--- src/rtl/switch_debouncer.sv ---
// switch_debouncer: synchronizes and debounces WIDTH slide switches with per-bit stability counters.
// Define DEBOUNCE_GLITCH_COUNT_EN to build the saturating aborted-bounce counter behind glitch_count.
module switch_debouncer #(
    parameter int WIDTH           = 8,
    parameter int SYNC_STAGES     = 2,
    parameter int DEBOUNCE_CYCLES = 1000000
) (
    input  logic             clk,
    input  logic             rst_n,
    input  logic [WIDTH-1:0] sw_raw,
    output logic [WIDTH-1:0] sw_stable,
    output logic             sw_changed,
    output logic [WIDTH-1:0] changed_mask,
    output logic [15:0]      glitch_count
);
    localparam int            CW   = $clog2(DEBOUNCE_CYCLES + 1);
    localparam logic [CW-1:0] LAST = CW'(DEBOUNCE_CYCLES - 1);

    logic [WIDTH-1:0] sync_ff [SYNC_STAGES];
    logic [WIDTH-1:0] sync;
    logic [WIDTH-1:0] differ;
    logic [WIDTH-1:0] done;
    logic [CW-1:0]    cnt [WIDTH];

    always_ff @(posedge clk or negedge rst_n) begin
        if (!rst_n) begin
            for (int s = 0; s < SYNC_STAGES; s++) sync_ff[s] <= '0;
        end else begin
            sync_ff[0] <= sw_raw;
            for (int s = 1; s < SYNC_STAGES; s++) sync_ff[s] <= sync_ff[s-1];
        end
    end

    assign sync   = sync_ff[SYNC_STAGES-1];
    assign differ = sync ^ sw_stable;

    always_comb begin
        done = '0;
        for (int b = 0; b < WIDTH; b++) done[b] = differ[b] && (cnt[b] == LAST);
    end

    // A matching cycle or a completed count both return the counter to zero.
    always_ff @(posedge clk or negedge rst_n) begin
        if (!rst_n) begin
            for (int b = 0; b < WIDTH; b++) cnt[b] <= '0;
        end else begin
            for (int b = 0; b < WIDTH; b++) cnt[b] <= (!differ[b] || done[b]) ? '0 : cnt[b] + CW'(1);
        end
    end

    always_ff @(posedge clk or negedge rst_n) begin
        if (!rst_n) begin
            sw_stable    <= '0;
            changed_mask <= '0;
            sw_changed   <= 1'b0;
        end else begin
            sw_stable    <= sw_stable ^ done;
            changed_mask <= done;
            sw_changed   <= |done;
        end
    end

`ifdef DEBOUNCE_GLITCH_COUNT_EN
    logic [WIDTH-1:0] abort;

    always_comb begin
        abort = '0;
        for (int b = 0; b < WIDTH; b++) abort[b] = !differ[b] && (cnt[b] != '0);
    end

    always_ff @(posedge clk or negedge rst_n) begin
        if (!rst_n) glitch_count <= 16'h0000;
        else if (|abort && glitch_count != 16'hFFFF) glitch_count <= glitch_count + 16'd1;
    end
`else
    assign glitch_count = 16'h0000;
`endif

endmodule

--- config.mk ---
export PLATFORM = sky130hd
export DESIGN_NAME = switch_debouncer
export DESIGN_NICKNAME = d
export VERILOG_FILES = /design/src/rtl/switch_debouncer.sv
export SDC_FILE = /design/constraint.sdc
export NUM_CORES = 1
export LEC_CHECK = 0
export ABC_CLOCK_PERIOD_IN_PS = 3700
export BUFFER_PORTS_ARGS = -buffer_cell sky130_fd_sc_hd__buf_2
export CAP_MARGIN = 10
export CORE_MARGIN = 2
export CORE_UTILIZATION = 62
export CTS_CLUSTER_SIZE = 30
export DETAILED_ROUTE_END_ITERATION = 8
export PLACE_DENSITY = 0.88
export RECOVER_POWER = 100
export SKIP_CTS_REPAIR_TIMING = 1
export SYNTH_ARGS = -nofsm -noshare
export SYNTH_HDL_FRONTEND = slang
export SYNTH_SLANG_ARGS = --single-unit
--- constraint.sdc ---
create_clock -name clk -period 3.7 [get_ports clk]
set_clock_uncertainty 0.15 [all_clocks]
set_input_delay 0.74 -clock clk [delete_from_list [all_inputs] [get_ports clk]]
set_output_delay 0.74 -clock clk [all_outputs]
set_load 0.005 [all_outputs]
==> results of run 1 <==
[final cells by class]
cell class	count	area share, %
clock inverter	9	1.394
clock buffer	20	4.465
inverter	14	0.5373
timing repair buffer	28	1.535
multi-input combinational	650	40.34
sequential	193	49.38
tap	184	2.354
[Yosys cell counts (all sizes together)]
cell	n
and2	7
and3	22
and3b	1
and4	13
and4b	1
buf	31
clkbuf	7
conb	1
dfrtp	193
ha	8
inv	14
mux2	8
nand2	55
nand3	59
nand4	41
nand4b	1
nand4bb	1
nor2	189
nor2b	2
nor3	20
nor3b	6
nor4	23
nor4b	8
nor4bb	5
or2	10
or4	2
xnor2	59
xor2	93
[layer usage]
| metal | GRT usage, % | wire, µm | up-vias |
|---|---|---|---|
| met1 | 30.17 | 7408 | 2990 |
| met3 | 4.210 | 602 | 33 |
| met4 | 8.658 | 298 | 0 |
| met5 | 0 | 0 | - |
| li1 | - | - | 2979 |
| met2 | 35.45 | 7865 | 142 |
[worst max-delay path, stage by stage (launching register included)]
cell	delay [ns]
dfrtp_1	0.44
or4_1	0.53
nor4_1	0.41
or2_0	0.87
nor2_1	0.14
[report_power, final]
part | internal [W] | total, W | switching (W) | leakage, nW
combinational | 0.0000323 | 0.000127 | 0.0000952 | 1.39
clock | 0.00105 | 0.00181 | 0.000753 | 0.272
sequential | 0.00214 | 0.00217 | 0.0000272 | 2.64
[stage by stage]
stage	utilization [%]	instances	hold slack (ns)	worst slack, ns
finish	68.07	1098	0.1994	0.9952
global placement	64.26	1069	0.1839	1.635
global route	68.07	1098	0.2087	0.7776
floorplan	-	895	0.1812	1.846
detailed placement	64.26	1069	0.1863	1.589
CTS	68.25	1098	0.2004	1.540
[registers in the layout, summed over array words and instances, names as in the netlist, named ones only]
signal,cells
changed_mask,8
sw_changed,1
sync_ff,8
sync,8
cnt,160
[worst paths after layout]
| path | depth (start not counted) | end | slack, ns | start |
|---|---|---|---|---|
| min in group asynchronous | 1 | cnt[113] | 0.68 | rst_n |
| worst max-delay path | 4 | cnt[13] | 1.0 | cnt[6] |
| worst max register to register | 4 | cnt[13] | 1.0 | cnt[6] |
| max in group asynchronous | 2 | cnt[51] | 1.43 | rst_n |
| worst min-delay path | 0 | sync[5] | 0.20 | sync_ff[13] |
| worst min register to register | 0 | sync[5] | 0.20 | sync_ff[13] |
[logic make-up after synthesis]
| kind of cell | count (synthesis) | synth area share [%] |
|---|---|---|
| AND/OR/NAND/NOR | 466 | 26.27 |
| flip-flops | 193 | 53.45 |
| XOR/XNOR | 152 | 14.73 |
| buffers and inverters | 52 | 3.406 |
| multiplexers | 8 | 0.9970 |
| adder cells (fa/ha/maj) | 8 | 1.108 |
| other | 1 | 0.04150 |
==> run_results.csv, run 1 <==
group,metric,value,unit
clock_network,cts_buffers,17,
timing,fin_tns_setup,0,ns
logic_synthesis,netlist.area_leader.share,53.45,%
detailed_routing,drc,0,
pwr,powerDensity,419.4,mW/mm²
clock_network,clockRootBuffer,"clkbuf_16",
worst_setup_path,cp.arrival,2.82,ns
clock_network,clock-sinks,193,
worst_setup_path,cp_max_fo,20,
clock_network,path_clk_slew,0.06,ns
timing,min_period,2.705,ns
cells_and_area,layout_common_cells,"dfrtp_1, nor2_1, xor2_1, xnor2_1, nand3_1",
logic_synthesis,synth_cells,880,
clock_network,clock_latency,0.43,ns
status,violations,"max-capacitance violations, max-slew violations",
timing,slew_headroom,-28.69,%
timing,finalMaxSlewViolations,80,
min_path,hold_class,"flop to flop",
place,place_area,0.009234,mm²
detailed_routing,vias,6144,
pwr,leakage,4.306,nW
detailed_routing,totalWireLength,16180,µm
global_route,antenna_found_initial,0,
die,core_area,0.01437,mm²
cells_and_area,fillers,1009,
timing,clock.fmax,369.7,MHz
logic_synthesis,yosys-top-cells-area,"dfrtp_1, xor2_1, nor2_1",
place,gp_congestion,0.8443,
status,status,"finished, violations left",
die,io_pins,43,
cells_and_area,layout_commonest_cell,"dfrtp_1",
timing,rsz0062_at_grt,"false",
logic_synthesis,ys_types,37,
pwr,irDropWorstVdd,0.0003005,V
timing,hold_viol,0,
detailed_routing,route.detailed.wl_per_inst,14.73,µm
timing,fin_crit_sh,73.10,%
global_route,grt_pass1_vias,5982,
worst_setup_path,crit_path_end_kind,"flop",
die,die_y,124.7,µm
global_route,grt_max_degree,84,
logic_synthesis,yosysWarnings,0,
place,io_buffers,26,
cells_and_area,nets,922,
timing,setup_violations,0,
logic_synthesis,avgSynthCellArea,10.27,µm²
worst_setup_path,crit_type,"flop to flop",
die,die_x,124.7,µm
cells_and_area,syn_to_final_growth,8.239,%
cells_and_area,drive_gt1_share,7.440,%
clock_network,cts_tree,"done",
cells_and_area,diodes,0,
cells_and_area,register_area,0.004830,mm²
place,hpwlAfterDp,10540,µm
cells_and_area,multi_input_area,0.003945,mm²
global_route,grt_overflow_total,0,
clock_network,clk_path_buf_depth,2,
global_route,grt_pass1_wl,28170,µm
clock_network,htree_levels,4,
worst_setup_path,cp_data_required_time,3.82,ns
logic_synthesis,ys_seq_area_share,53.45,%
cells_and_area,fin_area,0.009781,mm²
worst_setup_path,crit_path_start_kind,"flop",
logic_synthesis,synthesis.area,0.009036,mm²
run,cap_violations,1,
timing,worst_pin_slew,1.930,ns
detailed_routing,postRouteAntennaNets,0,
global_route,track_usage,22.12,%
logic_synthesis,synth.largest_area_cell,"dfrtp_1",
detailed_routing,dr.pass1.iters,5,
detailed_routing,dr.first_iter.drc_count,462,
die,die-area,0.01556,mm²
die,start_util,62.89,%
die,fp-row-count,44,
detailed_routing,vias_per_cell,5.596,
logic_synthesis,synth-seq-cells,193,
pwr,power,0.004102,W
No activity file was read; power rests on OpenSTA's default activity.
==> run 2: changes to the inputs <==
--- a/config.mk
+++ b/config.mk
@@ -5,14 +5,14 @@
 export SDC_FILE = /design/constraint.sdc
 export NUM_CORES = 1
 export LEC_CHECK = 0
-export ABC_CLOCK_PERIOD_IN_PS = 3700
+export ABC_CLOCK_PERIOD_IN_PS = 2800
 export BUFFER_PORTS_ARGS = -buffer_cell sky130_fd_sc_hd__buf_2
 export CAP_MARGIN = 10
 export CORE_MARGIN = 2
-export CORE_UTILIZATION = 62
+export CORE_UTILIZATION = 61
 export CTS_CLUSTER_SIZE = 30
 export DETAILED_ROUTE_END_ITERATION = 8
-export PLACE_DENSITY = 0.88
+export PLACE_DENSITY = 0.87
 export RECOVER_POWER = 100
 export SKIP_CTS_REPAIR_TIMING = 1
 export SYNTH_ARGS = -nofsm -noshare
==> constraint.sdc (replaced) <==
create_clock -name clk -period 2.8 [get_ports clk]
set_clock_uncertainty 0.15 [all_clocks]
set_input_delay 0.56 -clock clk [delete_from_list [all_inputs] [get_ports clk]]
set_output_delay 0.56 -clock clk [all_outputs]
set_load 0.005 [all_outputs]
==> run 2 against run 1 <==
The run still ends with max-capacitance violations, max-slew violations left; flip-flop and latch count stayed put; global-route usage is 0.16 points lower; power is 35% higher; wire length is 2.1% higher; cell count is 0.64% higher; combinational power is 39% higher; largest cell class unchanged.
==> run_results.csv, run 2 (same netlist as run 1, synthesis figures left out) <==
group,metric,value,unit
status,status,"finished, violations left",
status,violations,"max-capacitance violations, max-slew violations",
global_route,antenna_found_initial,0,
worst_setup_path,cp_max_fo,20,
global_route,grt_max_degree,71,
place,io_buffers,26,
cells_and_area,finish.utilization,67.97,%
timing,fin_tns_setup,0,ns
pwr,leakage,4.359,nW
timing,worst_pin_slew,1.756,ns
die,io_pins,43,
timing,rsz0062_at_grt,"false",
worst_setup_path,path_delay_family,"simple AND/OR/NAND/NOR gates",
cells_and_area,layout_commonest_cell,"dfrtp_1",
global_route,grt_overflow_total,0,
worst_setup_path,crit_path_start_kind,"flop",
run,cap_violations,1,
detailed_routing,dr.pass1.iters,5,
die,core_area,0.01448,mm²
global_route,grt_pass1_vias,6150,
global_route,track_usage,21.96,%
worst_setup_path,cp.arrival,2.37,ns
cells_and_area,fillers,1039,
worst_setup_path,critPathMaxStageDelay,0.59,ns
die,die-area,0.01580,mm²
die,fp-row-count,44,
worst_setup_path,crit_slowest_cell,"or2_1",
worst_setup_path,crit_path_end_kind,"flop",
detailed_routing,vias,6158,
detailed_routing,dr.first_iter.drc_count,457,
die,die_x,125.7,µm
cells_and_area,syn_to_final_growth,8.917,%
clock_network,clock-sinks,193,
worst_setup_path,path_buf_inv,0,
clock_network,path_clk_slew,0.07,ns
detailed_routing,vias_per_cell,5.573,
timing,fin_crit_sh,80.26,%
global_route,grt_pass1_wl,28220,µm
die,die_y,125.7,µm
timing,slew_headroom,-17.06,%
cells_and_area,largest_reg_flops,160,
pwr,irDropWorstVdd,0.0004665,V
worst_setup_path,cp_data_required_time,2.93,ns
worst_setup_path,path_cells,"ha_1, nand3_1, nor3_1, or2_1, nor2_1",
clock_network,htree_levels,4,
clock_network,clock_latency,0.43,ns
cells_and_area,regMostFlops,"cnt",
detailed_routing,totalWireLength,16510,µm
timing,min_period,2.247,ns
cells_and_area,layout_common_cells,"dfrtp_1, nor2_1, xor2_1, xnor2_1, nand3_1",
timing,clock.fmax,445.0,MHz
place,gp_congestion,0.8001,
timing,finalMaxSlewViolations,69,
cells_and_area,nets,926,
detailed_routing,postRouteAntennaNets,0,
pwr,powerDensity,561.6,mW/mm²
clock_network,clk_path_buf_depth,2,
min_path,hold_class,"input pin to flop",
die,start_util,62.41,%
detailed_routing,drc,0,
timing,hold_viol,0,
clock_network,cts_buffers,17,
cells_and_area,diodes,0,
clock_network,cts_tree,"done",
clock_network,clockRootBuffer,"clkbuf_16",
place,hpwlAfterDp,10910,µm
worst_setup_path,crit_type,"flop to flop",
detailed_routing,route.detailed.wl_per_inst,14.94,µm
timing,setup_violations,0,
cells_and_area,drive_gt1_share,8.252,%
## run 2: per-layer routing
metal  up-vias  track usage (%)  part of all wire (%)
li1       2999                -                     -
met1      3026            28.73                    45
met2       104            35.71                    50
met3        29            4.885                   3.1
met4         0            9.346                   1.7
met5         -                0                     0
## run 2: cell type report
type                            count  area, µm²  area share (%)
Clock buffer                       20      456.7           4.640
Clock inverter                     12      156.4           1.589
Inverter                           14      52.55          0.5339
Multi-Input combinational cell    650       3933           39.96
Sequential cell                   193       4830           49.07
Tap cell                          184      230.2           2.339
Timing Repair Buffer               32      183.9           1.869
## run 2: metrics by stage
stage          area [µm²]  hold slack, ns  std cells  setup slack [ns]  power (W)
2_1_floorplan        9092          0.1144        895            0.9464   0.003025
3_3_place_gp         9276          0.1829       1073            0.7237   0.003086
3_5_place_dp         9276          0.1879       1073            0.6590   0.003095
4_1_cts              9889        -0.01029       1105            0.6165   0.005576
5_1_grt              9842         0.05975       1105            0.2826   0.005729
6_report             9842         0.07855       1105            0.5527   0.005527
## run 2: worst paths after layout
| path | from | to | slack, ns | cells after the start |
|---|---|---|---|---|
| max in group asynchronous | rst_n | cnt[108] | 0.62 | 2 |
| setup reg to reg | cnt[140] | cnt[145] | 0.55 | 5 |
| hold reg to reg | sync_ff[15] | sync[7] | 0.20 | 0 |
| min in group asynchronous | rst_n | cnt[141] | 0.45 | 1 |
| setup / recovery | cnt[140] | cnt[145] | 0.55 | 5 |
| hold / removal | sw_raw[3] | sync_ff[11] | 0.08 | 1 |
## run 2: power by group
part / leakage, nW / switching (W) / internal [W] / total, W
clock: 0.301 / 0.00103 / 0.00146 / 0.00249
sequential: 2.64 / 0.0000371 / 0.00283 / 0.00286
combinational: 1.42 / 0.000129 / 0.0000480 / 0.000177
## run 2: worst reg2reg max path, cell delays in order (launching register included)
cell and delay [ns]:
dfrtp_1 0.43, ha_1 0.27, nand3_1 0.20, nor3_1 0.30, or2_1 0.59, nor2_1 0.15
